$ cat config.mk
export PLATFORM = sky130hd
export DESIGN_NAME = branch_hazard_ctrl_flat
export DESIGN_NICKNAME = d
export VERILOG_FILES = /design/src/rtl/branch_hazard_ctrl_if.sv /design/src/rtl/branch_hazard_ctrl.sv /design/src/flat_wrapper.sv
export SDC_FILE = /design/constraint.sdc
export NUM_CORES = 1
export LEC_CHECK = 0
export BUFFER_PORTS_ARGS = -buffer_cell sky130_fd_sc_hd__buf_2
export CORE_MARGIN = 1.5
export CORE_UTILIZATION = 50
export CTS_CLUSTER_DIAMETER = 150
export DETAILED_ROUTE_END_ITERATION = 16
export PLACE_DENSITY = 0.74
export SETUP_SLACK_MARGIN = 0.3
export SYNTH_ARGS = -nofsm -noshare
export SYNTH_HDL_FRONTEND = slang
export SYNTH_SLANG_ARGS = --single-unit
$ cat constraint.sdc
create_clock -name clk -period 7.8 [get_ports clk]
set_clock_uncertainty 0.1 [all_clocks]
set_input_delay 1.56 -clock clk [delete_from_list [all_inputs] [get_ports clk]]
set_output_delay 1.56 -clock clk [all_outputs]
set_load 0.005 [all_outputs]
$ cat src/rtl/branch_hazard_ctrl_if.sv
// Signal bundle between the D-stage pipeline/comparator and the branch hazard controller.
// The pipeline side is the master; the controller is the slave.
interface branch_hazard_ctrl_if #(
  parameter int unsigned CNT_W = 32
);
  logic             d_valid;
  logic [2:0]       d_cmpop;
  logic [4:0]       d_rs;
  logic [4:0]       d_rt;
  logic             e_we;
  logic [4:0]       e_wa;
  logic             e_is_load;
  logic             m_we;
  logic [4:0]       m_wa;
  logic             m_is_load;
  logic             w_we;
  logic [4:0]       w_wa;
  logic             cmp_equal;
  logic             stall;
  logic [2:0]       cmp_op;
  logic [1:0]       fwd_a_sel;
  logic [1:0]       fwd_b_sel;
  logic             redirect;
  logic [CNT_W-1:0] branch_cnt;
  logic [CNT_W-1:0] taken_cnt;

  modport master (
    output d_valid, d_cmpop, d_rs, d_rt,
    output e_we, e_wa, e_is_load, m_we, m_wa, m_is_load, w_we, w_wa,
    output cmp_equal,
    input  stall, cmp_op, fwd_a_sel, fwd_b_sel, redirect, branch_cnt, taken_cnt
  );

  modport slave (
    input  d_valid, d_cmpop, d_rs, d_rt,
    input  e_we, e_wa, e_is_load, m_we, m_wa, m_is_load, w_we, w_wa,
    input  cmp_equal,
    output stall, cmp_op, fwd_a_sel, fwd_b_sel, redirect, branch_cnt, taken_cnt
  );
endinterface

$ cat src/rtl/branch_hazard_ctrl.sv
// Decode-stage branch sequencer: stalls D on E/M operand hazards, drives comparator
// opcode and forwarding selects, turns the compare result into a redirect and counts branches.
module branch_hazard_ctrl #(
  parameter int unsigned CNT_W = 32
) (
  input  logic                clk,
  input  logic                reset,
  branch_hazard_ctrl_if.slave bus
);

  localparam logic [2:0] OP_NONE = 3'd7;

  typedef enum logic [1:0] {
    IDLE    = 2'd0,
    STALL   = 2'd1,
    RESOLVE = 2'd2
  } state_e;

  state_e           state_q, state_d, state_cur;
  logic [1:0]       cnt_q, cnt_d;
  logic [CNT_W-1:0] branch_cnt_q, taken_cnt_q;

  logic       is_branch, uses_rt, resolve;
  logic [1:0] need_a, need_b, need;
  logic       stall_c, redirect_c;
  logic [2:0] cmp_op_c;
  logic [1:0] fwd_a_c, fwd_b_c;

  // Bubbles a source register must wait for before the comparator can see its value.
  function automatic logic [1:0] src_need(input logic [4:0] r,
                                          input logic e_we, input logic [4:0] e_wa, input logic e_ld,
                                          input logic m_we, input logic [4:0] m_wa, input logic m_ld);
    if (r == 5'd0)                       return 2'd0;
    if (e_we && e_wa == r)               return e_ld ? 2'd2 : 2'd1;
    if (m_we && m_wa == r && m_ld)       return 2'd1;
    return 2'd0;
  endfunction

  // Forwarding source for one comparator operand: M (non-load) beats W beats RF.
  function automatic logic [1:0] src_fwd(input logic [4:0] r,
                                         input logic m_we, input logic [4:0] m_wa, input logic m_ld,
                                         input logic w_we, input logic [4:0] w_wa);
    if (r == 5'd0)                       return 2'd0;
    if (m_we && !m_ld && m_wa == r)      return 2'd2;
    if (w_we && w_wa == r)               return 2'd1;
    return 2'd0;
  endfunction

  assign is_branch = bus.d_valid && (bus.d_cmpop <= 3'd5);
  assign uses_rt   = (bus.d_cmpop == 3'd0) || (bus.d_cmpop == 3'd1);

  assign need_a = src_need(bus.d_rs, bus.e_we, bus.e_wa, bus.e_is_load,
                           bus.m_we, bus.m_wa, bus.m_is_load);
  assign need_b = uses_rt ? src_need(bus.d_rt, bus.e_we, bus.e_wa, bus.e_is_load,
                                     bus.m_we, bus.m_wa, bus.m_is_load) : 2'd0;
  assign need   = (need_a > need_b) ? need_a : need_b;

  // Outputs during reset follow the IDLE rules regardless of the held state.
  assign state_cur = reset ? IDLE : state_q;

  always_comb begin
    state_d    = state_cur;
    cnt_d      = cnt_q;
    stall_c    = 1'b0;
    resolve    = 1'b0;
    cmp_op_c   = OP_NONE;
    fwd_a_c    = 2'd0;
    fwd_b_c    = 2'd0;
    redirect_c = 1'b0;

    unique case (state_cur)
      IDLE: begin
        if (is_branch) begin
          if (need == 2'd0) begin
            resolve = 1'b1;
          end else begin
            stall_c = 1'b1;
            cnt_d   = need - 2'd1;
            state_d = (need == 2'd2) ? STALL : RESOLVE;
          end
        end
      end
      STALL: begin
        if (!is_branch) begin
          state_d = IDLE;
          cnt_d   = 2'd0;
        end else begin
          stall_c = 1'b1;
          cnt_d   = (cnt_q == 2'd0) ? 2'd0 : cnt_q - 2'd1;
          if (cnt_q <= 2'd1) state_d = RESOLVE;
        end
      end
      RESOLVE: begin
        state_d = IDLE;
        resolve = is_branch;
      end
      default: state_d = IDLE;
    endcase

    if (resolve) begin
      cmp_op_c   = bus.d_cmpop;
      fwd_a_c    = src_fwd(bus.d_rs, bus.m_we, bus.m_wa, bus.m_is_load, bus.w_we, bus.w_wa);
      fwd_b_c    = src_fwd(bus.d_rt, bus.m_we, bus.m_wa, bus.m_is_load, bus.w_we, bus.w_wa);
      redirect_c = bus.cmp_equal;
    end
  end

  always_ff @(posedge clk) begin
    if (reset) begin
      state_q      <= IDLE;
      cnt_q        <= 2'd0;
      branch_cnt_q <= '0;
      taken_cnt_q  <= '0;
    end else begin
      state_q <= state_d;
      cnt_q   <= cnt_d;
      if (resolve) begin
        branch_cnt_q <= branch_cnt_q + CNT_W'(1);
        if (bus.cmp_equal) taken_cnt_q <= taken_cnt_q + CNT_W'(1);
      end
    end
  end

  assign bus.stall      = stall_c;
  assign bus.cmp_op     = cmp_op_c;
  assign bus.fwd_a_sel  = fwd_a_c;
  assign bus.fwd_b_sel  = fwd_b_c;
  assign bus.redirect   = redirect_c;
  assign bus.branch_cnt = branch_cnt_q;
  assign bus.taken_cnt  = taken_cnt_q;

endmodule

$ cat src/flat_wrapper.sv
// flat-port wrapper written by rule: the top's interface ports become plain ports
module branch_hazard_ctrl_flat 
#(
  parameter int unsigned CNT_W = 32
)
  (clk, reset, bus_d_valid, bus_d_cmpop, bus_d_rs, bus_d_rt, bus_e_we, bus_e_wa, bus_e_is_load, bus_m_we, bus_m_wa, bus_m_is_load, bus_w_we, bus_w_wa, bus_cmp_equal, bus_stall, bus_cmp_op, bus_fwd_a_sel, bus_fwd_b_sel, bus_redirect, bus_branch_cnt, bus_taken_cnt);
  branch_hazard_ctrl_if #(.CNT_W(CNT_W)) bus_i ();
  input  logic clk;
  input  logic reset;
  input wire logic [$bits(bus_i.d_valid)-1:0] bus_d_valid;
  input wire logic [$bits(bus_i.d_cmpop)-1:0] bus_d_cmpop;
  input wire logic [$bits(bus_i.d_rs)-1:0] bus_d_rs;
  input wire logic [$bits(bus_i.d_rt)-1:0] bus_d_rt;
  input wire logic [$bits(bus_i.e_we)-1:0] bus_e_we;
  input wire logic [$bits(bus_i.e_wa)-1:0] bus_e_wa;
  input wire logic [$bits(bus_i.e_is_load)-1:0] bus_e_is_load;
  input wire logic [$bits(bus_i.m_we)-1:0] bus_m_we;
  input wire logic [$bits(bus_i.m_wa)-1:0] bus_m_wa;
  input wire logic [$bits(bus_i.m_is_load)-1:0] bus_m_is_load;
  input wire logic [$bits(bus_i.w_we)-1:0] bus_w_we;
  input wire logic [$bits(bus_i.w_wa)-1:0] bus_w_wa;
  input wire logic [$bits(bus_i.cmp_equal)-1:0] bus_cmp_equal;
  output wire logic [$bits(bus_i.stall)-1:0] bus_stall;
  output wire logic [$bits(bus_i.cmp_op)-1:0] bus_cmp_op;
  output wire logic [$bits(bus_i.fwd_a_sel)-1:0] bus_fwd_a_sel;
  output wire logic [$bits(bus_i.fwd_b_sel)-1:0] bus_fwd_b_sel;
  output wire logic [$bits(bus_i.redirect)-1:0] bus_redirect;
  output wire logic [$bits(bus_i.branch_cnt)-1:0] bus_branch_cnt;
  output wire logic [$bits(bus_i.taken_cnt)-1:0] bus_taken_cnt;
  assign bus_i.d_valid = bus_d_valid;
  assign bus_i.d_cmpop = bus_d_cmpop;
  assign bus_i.d_rs = bus_d_rs;
  assign bus_i.d_rt = bus_d_rt;
  assign bus_i.e_we = bus_e_we;
  assign bus_i.e_wa = bus_e_wa;
  assign bus_i.e_is_load = bus_e_is_load;
  assign bus_i.m_we = bus_m_we;
  assign bus_i.m_wa = bus_m_wa;
  assign bus_i.m_is_load = bus_m_is_load;
  assign bus_i.w_we = bus_w_we;
  assign bus_i.w_wa = bus_w_wa;
  assign bus_i.cmp_equal = bus_cmp_equal;
  assign bus_stall = bus_i.stall;
  assign bus_cmp_op = bus_i.cmp_op;
  assign bus_fwd_a_sel = bus_i.fwd_a_sel;
  assign bus_fwd_b_sel = bus_i.fwd_b_sel;
  assign bus_redirect = bus_i.redirect;
  assign bus_branch_cnt = bus_i.branch_cnt;
  assign bus_taken_cnt = bus_i.taken_cnt;
  branch_hazard_ctrl #(.CNT_W(CNT_W)) u_core (.clk(clk), .reset(reset), .bus(bus_i));
endmodule
==> results of run 1 <==
-- where the power goes --
group	internal (W)	switching, W
clock	0.000130	0.000133
sequential	0.000350	0.00000335
combinational	0.0000244	0.0000341
total	0.000504	0.000171
-- cell type report --
class                   count  area, um^2  area share (%)
multi-input cells         348        2286           50.41
flip-flops and latches     68        1361           30.02
repair buffers            110       553.0           12.20
clock buffers              11       151.4           3.339
well taps                  99       123.9           2.732
inverters                   9       33.78          0.7450
clock inverters             4       25.02          0.5519
-- flip-flops by register name, summed over array words and instances (netlist names) --
| signal | flops |
|---|---|
| u_core.state_q | 2 |
| u_core.cnt_q | 2 |
| u_core.bus.taken_cnt | 32 |
| u_core.bus.branch_cnt | 32 |
-- worst max-delay path, cell delays in order --
cell and delay (ps):
buf_2 140, xor2_1 150, nor3_1 350, nand4_1 160, mux2_2 300, nor2b_1 130, ha_1 140, inv_1 40
o22ai_1 190, nand2b_1 130, o22ai_1 90, inv_1 90, ha_1 390, o211a_1 580, nand2_1 130, a2111oi_0 280
buf_2 180
-- routing by layer --
metal | wire, um | GRT usage [%]
met5 | 0 | 0
met4 | 109 | 6.573
met3 | 459 | 7.018
met2 | 3880 | 33.83
met1 | 4064 | 29.19
-- cells in the final DEF (no fill, tap or decap), types with 12 or more instances in the layout --
cell / instances
nand3_1: 30
nand2_1: 38
xor2_1: 66
nor3_1: 12
xnor2_1: 21
and3_1: 13
nor2_1: 74
nand4_1: 16
dfxtp_1: 68
buf_2: 109
-- path summary, 6_finish.rpt --
path / depth (start not counted) / endpoint
max: 17 / bus_fwd_a_sel[0]
min: 2 / u_core.bus.taken_cnt[1]
max reg2reg: 7 / u_core.bus.taken_cnt[28]
min reg2reg: 2 / u_core.bus.taken_cnt[1]
-- synthesized netlist by cell type, types with 2 or more instances --
cell type  instances  area, um^2
o22ai_1            3       18.77
o2111ai_2          2       30.03
and4_1             7       61.31
nor4_1             6       37.54
ha_1               7       87.58
nor2b_1            2       12.51
inv_1              9       33.78
dfxtp_1           68        1361
nor4_4             3       63.81
and4_4             3       33.78
a21oi_1           11       55.05
or3_1              5       31.28
nand2_1           38       142.6
nand3_1           30       150.1
clkbuf_1           6       22.52
o21ai_0            7       35.03
nor3_1            12       60.06
xnor2_1           21       183.9
and3_1            13       81.33
buf_2              6       30.03
nor2_1            74       277.8
nand2b_1           5       31.28
xor2_1            66       578.1
nand4_1           16       100.1
-- per-stage QoR --
step | total power, W | utilization (%) | instances | hold WS [ps]
after global routing | 0.0007050 | 62.52 | 649 | 432.8
after detailed placement | 0.0004197 | 60.08 | 634 | 401.8
final | 0.0006746 | 62.52 | 649 | 409.5
after floorplan | 0.0003947 | - | 437 | 343.1
after CTS | 0.0006815 | 62.52 | 649 | 411.0
after global placement | 0.0004185 | 60.08 | 634 | 387.6
-- cells by family (layout without fill, tap and decap cells) --
logic type | after synthesis | count (layout)
adder cells (fa/ha/maj) | 7 | 7
flip-flops | 68 | 68
AND/OR/NAND/NOR | 224 | 224
AO/OA/AOI/OAI | 28 | 28
buffers and inverters | 21 | 134
multiplexers | 2 | 2
XOR/XNOR | 87 | 87
==> results.cfg, run 1 <==
[route]
first_pass_iters = 4
avgRoutedWirePerCell_um = 13.12
drtIter0Drc = 85
antenna_left = 0
via_per_inst = 5.256
num_vias = 3411
wl_um = 8514
drcViolationCount = 0

[sta]
period_needed_ps = 6687
finalSetupTns_ps = 0
fmax_mhz = 149.6
rsz0062_at_grt = no
slew_viol_final = 0
max-slew-margin-rel_pct = 52.45
fin_crit_sh_pct = 85.73
setup_violations = 0
finalHoldViolations = 0
worst_pin_slew_ps = 713.2
worst_slack_ps = 1113

[synthesis]
avgSynthCellArea_um2 = 8.544
yosys.area_share.xor_xnor_pct = 20.41
synth-compound-area-share_pct = 5.462
synth_top_family_by_area = simple AND/OR/NAND/NOR gates
async_flop_share_pct = 0
synthFlopType = dfxtp_1
ys_seq_area_share_pct = 36.46
ys.warnings.count = 0
syn-num-nets = 481
synth_mux_area_share_pct = 0.5697
synth_edf_count = 0
syn-cell-area_mm2 = 0.003734
synth_cell_type_count = 41
synthSimpleGateAreaFrac_pct = 32.44
synth_seq_cells = 68
synthCells = 437
synth_fa_ha_area_share_pct = 2.346

[critical_path]
worstReg2RegStart = u_core.bus.taken_cnt[0]
r2r_slack_ps = 5590
startpoint = bus_d_rt[1]
crit_type = input pin to output port
arrival_ps = 5030
cp-end-kind = output port
cp-start-kind = input pin
crit_fanout = 17
crit_required_ps = 6140

[clock_network]
cts-htree-levels = 3
clock_latency_ps = 350
cts.path.max_buffers = 2
cts_resized = 0
postCtsSetupRepairBufs = 0
clockRootBuffer = clkbuf_8
clkTransAtPathRegs_ps = 70
ctsHoldBuffers = 0
clock-sinks = 68
cts_tree = yes
cts_made_buffers = 9

[layout]
diodes = 0
fin_nets = 590
area_growth_pct = 21.45
stdcell_area_mm2 = 0.004534
fillers = 678
drive_gt1_share_pct = 26.00

[placement]
port_buffers = 109
dp_worst_setup_slack_ps = 1116
placed_cell_area_mm2 = 0.004358
hpwlAfterDp_um = 6382
gp_congestion = 0.8234

[job]
drv_cap = 0

[grt]
antenna_found_initial = 0
grt_pass1_wl_um = 13560
grt_start_max_net_pins = 39
grt_use_total_pct = 21.89
overflow = 0
grt_pass1_vias = 2962

[die]
placementRows = 31
ioPinCount = 110
core_mm2 = 0.007253
dieArea_mm2 = 0.007994
die_h_um = 89.41
die_x_um = 89.41
initial_core_util_pct = 51.47

[min_path]
min_from = u_core.bus.taken_cnt[1]
worstHoldPathType = register to register

[outcome]
status = completed

[power_and_ir_drop]
power_density_mw_per_mm2 = 148.8
power.leakage_nw = 2.028
peakVddDrop_mv = 0.08573
Note: power is estimated with default switching activity, not from simulation.
==> run 2: changes to the inputs <==
- ABC_AREA: default -> 1
- CORE_UTILIZATION: 50 -> 58
- PLACE_DENSITY: 0.74 -> 0.81
==> run 2 against run 1 <==
  * Clock power up 9.1%
  * Setup slack better by 360 ps
  * Worst hold slack worse by 12 ps
  * Utilization up 7.6 points
  * Flip-flop and latch count unchanged
==> results.cfg, run 2 <==
[clock_network]
cts_resized = 0
postCtsSetupRepairBufs = 0
cts-htree-levels = 3
clockRootBuffer = clkbuf_8
clock_latency_ps = 350
clock-sinks = 68
cts.path.max_buffers = 2
cts_made_buffers = 9
clkTransAtPathRegs_ps = 70
ctsHoldBuffers = 0
cts_tree = yes

[critical_path]
crit_buf_inv = 5
crit_type = input pin to output port
crit_required_ps = 6140
arrival_ps = 4670
crit_fanout = 21
path_depth = 22
r2r_slack_ps = 5450
slowest_delay_ps = 400
cp-start-kind = input pin
crit_top_cell = nand2_1
cp-end-kind = output port
crit_path_end = bus_fwd_a_sel[1]
cp_slowest_cell = nor2_4
r2r_cells = 11
startpoint = bus_d_rs[2]
worstReg2RegStart = u_core.state_q[1]
crit_chain = buf_2 -> inv_1 -> nand2_1 -> nand2_1 -> nor2_1 -> nand3_1 -> o21ai_0 -> nand2_1 -> ha_1 -> nand2_1 -> o21a_1 -> inv_1 -> nand3_1 -> and2_1 -> ha_1 -> inv_1 -> nand2_4 -> nand2_2 -> nor2_4 -> nand2_1 -> nor4_1 -> buf_2
cp_top_family = simple AND/OR/NAND/NOR gates
rr_endpoint = u_core.bus.taken_cnt[6]

[placement]
dp_worst_setup_slack_ps = 1537
port_buffers = 109
gp_congestion = 0.9560
hpwlAfterDp_um = 9753

[synthesis]
synth_top_cell_area_share_pct = 29.47
synthFlopType = dfxtp_1
synth_common_cells = nand2_1 (217), inv_1 (82), nor2_1 (82)
synthCells = 735
synth_seq_cells = 68
synth_edf_count = 0
yosysMostFrequentCell = nand2_1
avgSynthCellArea_um2 = 6.285
ys_seq_area_share_pct = 29.47
syn-cell-area_mm2 = 0.004619
synth.top_cells.by_area = dfxtp_1 (29%), nand2_1 (18%), inv_1 (6.7%), nor2_1 (6.7%), a21oi_1 (6.0%)
synth_cell_type_count = 42
synth_top_cell_by_area = dfxtp_1
async_flop_share_pct = 0
syn-num-nets = 779
ys.warnings.count = 0

[layout]
final_cell_mix = nand2_1 (217), buf_2 (109), inv_1 (82), nor2_1 (82), dfxtp_1 (68)
drive_gt1_share_pct = 18.65
fin_nets = 886
diodes = 0
final_util_pct = 70.16
area_growth_pct = 17.36
final_common_cell = nand2_1

[route]
wl_um = 12800
antenna_left = 0
first_pass_iters = 5
num_vias = 5165
drcViolationCount = 0
drtIter0Drc = 312
avgRoutedWirePerCell_um = 13.49
via_per_inst = 5.443

[power_and_ir_drop]
power_w = 0.0007110
power.leakage_nw = 2.307
power_density_mw_per_mm2 = 131.2
peakVddDrop_mv = 0.08217

[die]
core_mm2 = 0.007727
die_x_um = 92.25
initial_core_util_pct = 59.78
placementRows = 32
ioPinCount = 110
dieArea_mm2 = 0.008509
die_h_um = 92.25

[sta]
worst_slack_ps = 1471
rsz0062_at_grt = no
max-slew-margin-rel_pct = 58.48
fin_crit_sh_pct = 81.14
setup_violations = 0
period_needed_ps = 6329
finalSetupTns_ps = 0
slew_viol_final = 0
worst_pin_slew_ps = 622.1
fmax_mhz = 158.0
finalHoldViolations = 0

[grt]
grt_pass1_wl_um = 21220
grt_pass1_vias = 4661
grt_use_total_pct = 30.72
overflow = 0
antenna_found_initial = 0
grt_start_max_net_pins = 47

[min_path]
worstHoldPathType = register to register

[outcome]
status = completed

[job]
drv_cap = 0
==> run 2: changes by cell type after synthesis, sizes merged, moves of 10 or more <==
cell   previous run  this run
a21oi            11        55
and3             13         0
and4             10         0
inv               9        83
nand2            38       226
nor2             74        92
nor3             12        54
o21ai             7        27
xor2             66        20
==> run 2: worst min-delay path by stage <==
stage	from	end	slack, ps	cells past startpoint
after global routing	u_core.state_q[1]	u_core.state_q[0]	430	1
after detailed placement	u_core.state_q[1]	u_core.state_q[0]	380	1
final	u_core.state_q[1]	u_core.state_q[0]	400	1
after global placement	u_core.state_q[1]	u_core.state_q[0]	370	1
after CTS	u_core.state_q[1]	u_core.state_q[0]	400	1
after floorplan	u_core.state_q[1]	u_core.state_q[0]	360	1
==> run 2: layer usage <==
layer	global-route usage [%]	wire length (um)	up-vias
li1	-	-	2586
met1	41.64	5841	2343
met2	49.75	5797	213
met3	5.058	953	23
met4	9.615	212	0
met5	0	0	-
==> run 2: final cells by class <==
| cell class | count | area, um^2 |
|---|---|---|
| clock buffer | 10 | 127.6 |
| clock inverter | 6 | 63.81 |
| fill | 728 | 2306 |
| inverter | 83 | 316.6 |
| multi-input combinational | 569 | 2864 |
| sequential | 68 | 1361 |
| tap | 102 | 127.6 |
| timing repair buffer | 111 | 560.5 |
==> run 2: per-stage QoR <==
step / std cells / hold WS (ps) / area [um^2]
global placement: 933 / 367.6 / 5230
detailed placement: 933 / 383.4 / 5230
floorplan: 735 / 358.8 / 4619
finish: 949 / 397.7 / 5421
CTS: 949 / 399.4 / 5421
global route: 949 / 432.3 / 5421
==> run 2: cell families (layout without fill, tap and decap cells) <==
family                   after synthesis  after routing  synth area share (%)
adder cells (fa/ha/maj)                7              7                 1.896
AND/OR/NAND/NOR                      436            436                 42.99
buffers and inverters                 98            210                 8.532
AO/OA/AOI/OAI                         91             91                 10.48
flip-flops                            68             68                 29.47
XOR/XNOR                              35             35                 6.636
==> run 2: where the power goes <==
| part | leakage (nW) | internal (W) | total, W | switching [W] |
|---|---|---|---|---|
| Sequential | 0.548 | 0.000349 | 0.000351 | 0.00000258 |
| Clock | 0.0927 | 0.000148 | 0.000287 | 0.000140 |
| Combinational | 1.67 | 0.0000247 | 0.0000722 | 0.0000475 |
| Total | 2.31 | 0.000521 | 0.000711 | 0.000190 |
==> run 3: changes to the inputs <==
- ABC_AREA: 1 -> 0
- CORE_UTILIZATION: 58 -> 52
- PLACE_DENSITY: 0.81 -> 0.76
- clock period: 7.8 -> 6.25 ns (I/O delays scaled with it)
==> run 3 against run 2 <==
  * Non-clock buffer count is 1 higher
  * Final cell count is 32% lower
  * Register-to-register slack worse by 1500 ps
  * First-iteration DRC count is 56% lower
  * Clock power is 22% higher
  * Sequential share of layout area is 4.7 points higher
==> results.cfg, run 3 (same netlist as run 1, synthesis figures left out) <==
[outcome]
status = completed

[route]
wl_um = 8768
drcViolationCount = 0
avgRoutedWirePerCell_um = 13.51
drtIter0Drc = 137
via_per_inst = 5.214
antenna_left = 0
num_vias = 3384
first_pass_iters = 4

[clock_network]
cts-htree-levels = 3
postCtsSetupRepairBufs = 0
ctsHoldBuffers = 0
cts_resized = 0
clock_latency_ps = 340
cts_tree = yes
cts_made_buffers = 9
clkTransAtPathRegs_ps = 70
cts.path.max_buffers = 2
clockRootBuffer = clkbuf_8
clock-sinks = 68

[grt]
grt_start_max_net_pins = 52
grt_use_total_pct = 23.59
overflow = 0
grt_pass1_wl_um = 14420
grt_pass1_vias = 3215
grt_use_met3_pct = 7.069
antenna_found_initial = 0
use_met1_pct = 28.57
use_met2_pct = 39.42
busiest_layer = met2

[power_and_ir_drop]
p_int_w = 0.0006520
power.leakage_nw = 2.046
peakVddDrop_mv = 0.1568
swShare_pct = 24.87
pwr-share-seq_pct = 50.8
power_density_mw_per_mm2 = 190.2
p_switching_w = 0.0002159
power_frac_clock_pct = 40.5
power_w = 0.0008679
p_comb_share_pct = 8.7

[layout]
final_util_pct = 66.41
regArea_mm2 = 0.001361
multiInputGateArea_mm2 = 0.002286
area_growth_pct = 22.19
fin_nets = 592
final_cell_mix = buf_2 (109), nor2_1 (74), dfxtp_1 (68)
fillers = 620
drive_gt1_share_pct = 26.22
diodes = 0
final_common_cell = buf_2

[job]
drv_cap = 0

[die]
die_x_um = 87.74
ioPinCount = 110
die_h_um = 87.74
core_mm2 = 0.006869
dieArea_mm2 = 0.007697
placementRows = 30
initial_core_util_pct = 54.35

[placement]
dp_worst_setup_slack_ps = 575.9
gp_congestion = 0.9300
hpwlAfterDp_um = 6642
port_buffers = 109

[critical_path]
crit_type = input pin to output port
crit_required_ps = 4900
arrival_ps = 4300
cp-start-kind = input pin
cp-end-kind = output port
crit_fanout = 8

[sta]
whs_ps = 403.9
finalHoldViolations = 0
max-slew-margin-rel_pct = 61.60
fmax_mhz = 177.0
period_needed_ps = 5651
worst_slack_ps = 598.8
fin_crit_sh_pct = 90.42
setup_violations = 0
worst_pin_slew_ps = 571.8
slew_viol_final = 0
finalSetupTns_ps = 0
rsz0062_at_grt = no

[min_path]
worstHoldPathType = register to register
[run 3: worst paths after layout]
kind                                 from                        to  slack, ps  cells after the start
setup / recovery              bus_d_rt[0]          bus_fwd_a_sel[0]        600                     16
hold / removal          u_core.state_q[1]         u_core.state_q[0]        400                      1
setup reg to reg  u_core.bus.taken_cnt[0]  u_core.bus.taken_cnt[24]       4000                      7
hold reg to reg         u_core.state_q[1]         u_core.state_q[0]        400                      1
[run 3: layout make-up]
| type | count | area share (%) |
|---|---|---|
| timing repair buffer | 112 | 12.45 |
| clock buffer | 10 | 2.798 |
| sequential | 68 | 29.84 |
| inverter | 9 | 0.7405 |
| multi-input combinational | 348 | 50.11 |
| tap | 96 | 2.633 |
| clock inverter | 6 | 1.426 |
[run 3: metal layers]
layer	vias to the layer above	share of wire, %
met5	-	0
met4	0	1.5
met3	12	4.6
met2	72	48
met1	1586	46
li1	1714	-
[run 3: power groups by stage]
stage | Clock (W) | Sequential, W | Combinational, W
global placement | 0 | 0.000450 | 0.0000740
finish | 0.000351 | 0.000441 | 0.0000754
CTS | 0.000359 | 0.000441 | 0.0000751
detailed placement | 0 | 0.000451 | 0.0000749
floorplan | 0 | 0.000450 | 0.0000424
global route | 0.000376 | 0.000442 | 0.0000828
[run 3: metrics by stage]
step / cells / cell area, um^2
final: 649 / 4562
after global routing: 649 / 4562
after CTS: 649 / 4562
after global placement: 633 / 4369
after floorplan: 437 / 3734
after detailed placement: 633 / 4369
[run 3: critical path, stage by stage]
cell and delay (ps):
buf_2 140, or4_1 510, nor2_1 210, nor3_1 110, nor2b_1 140, ha_1 270
inv_1 30, o22ai_1 170, nand2b_1 130, o22ai_1 100, inv_1 100, ha_1 170
o211a_1 330, nand2_1 110, a2111oi_0 330, buf_2 200
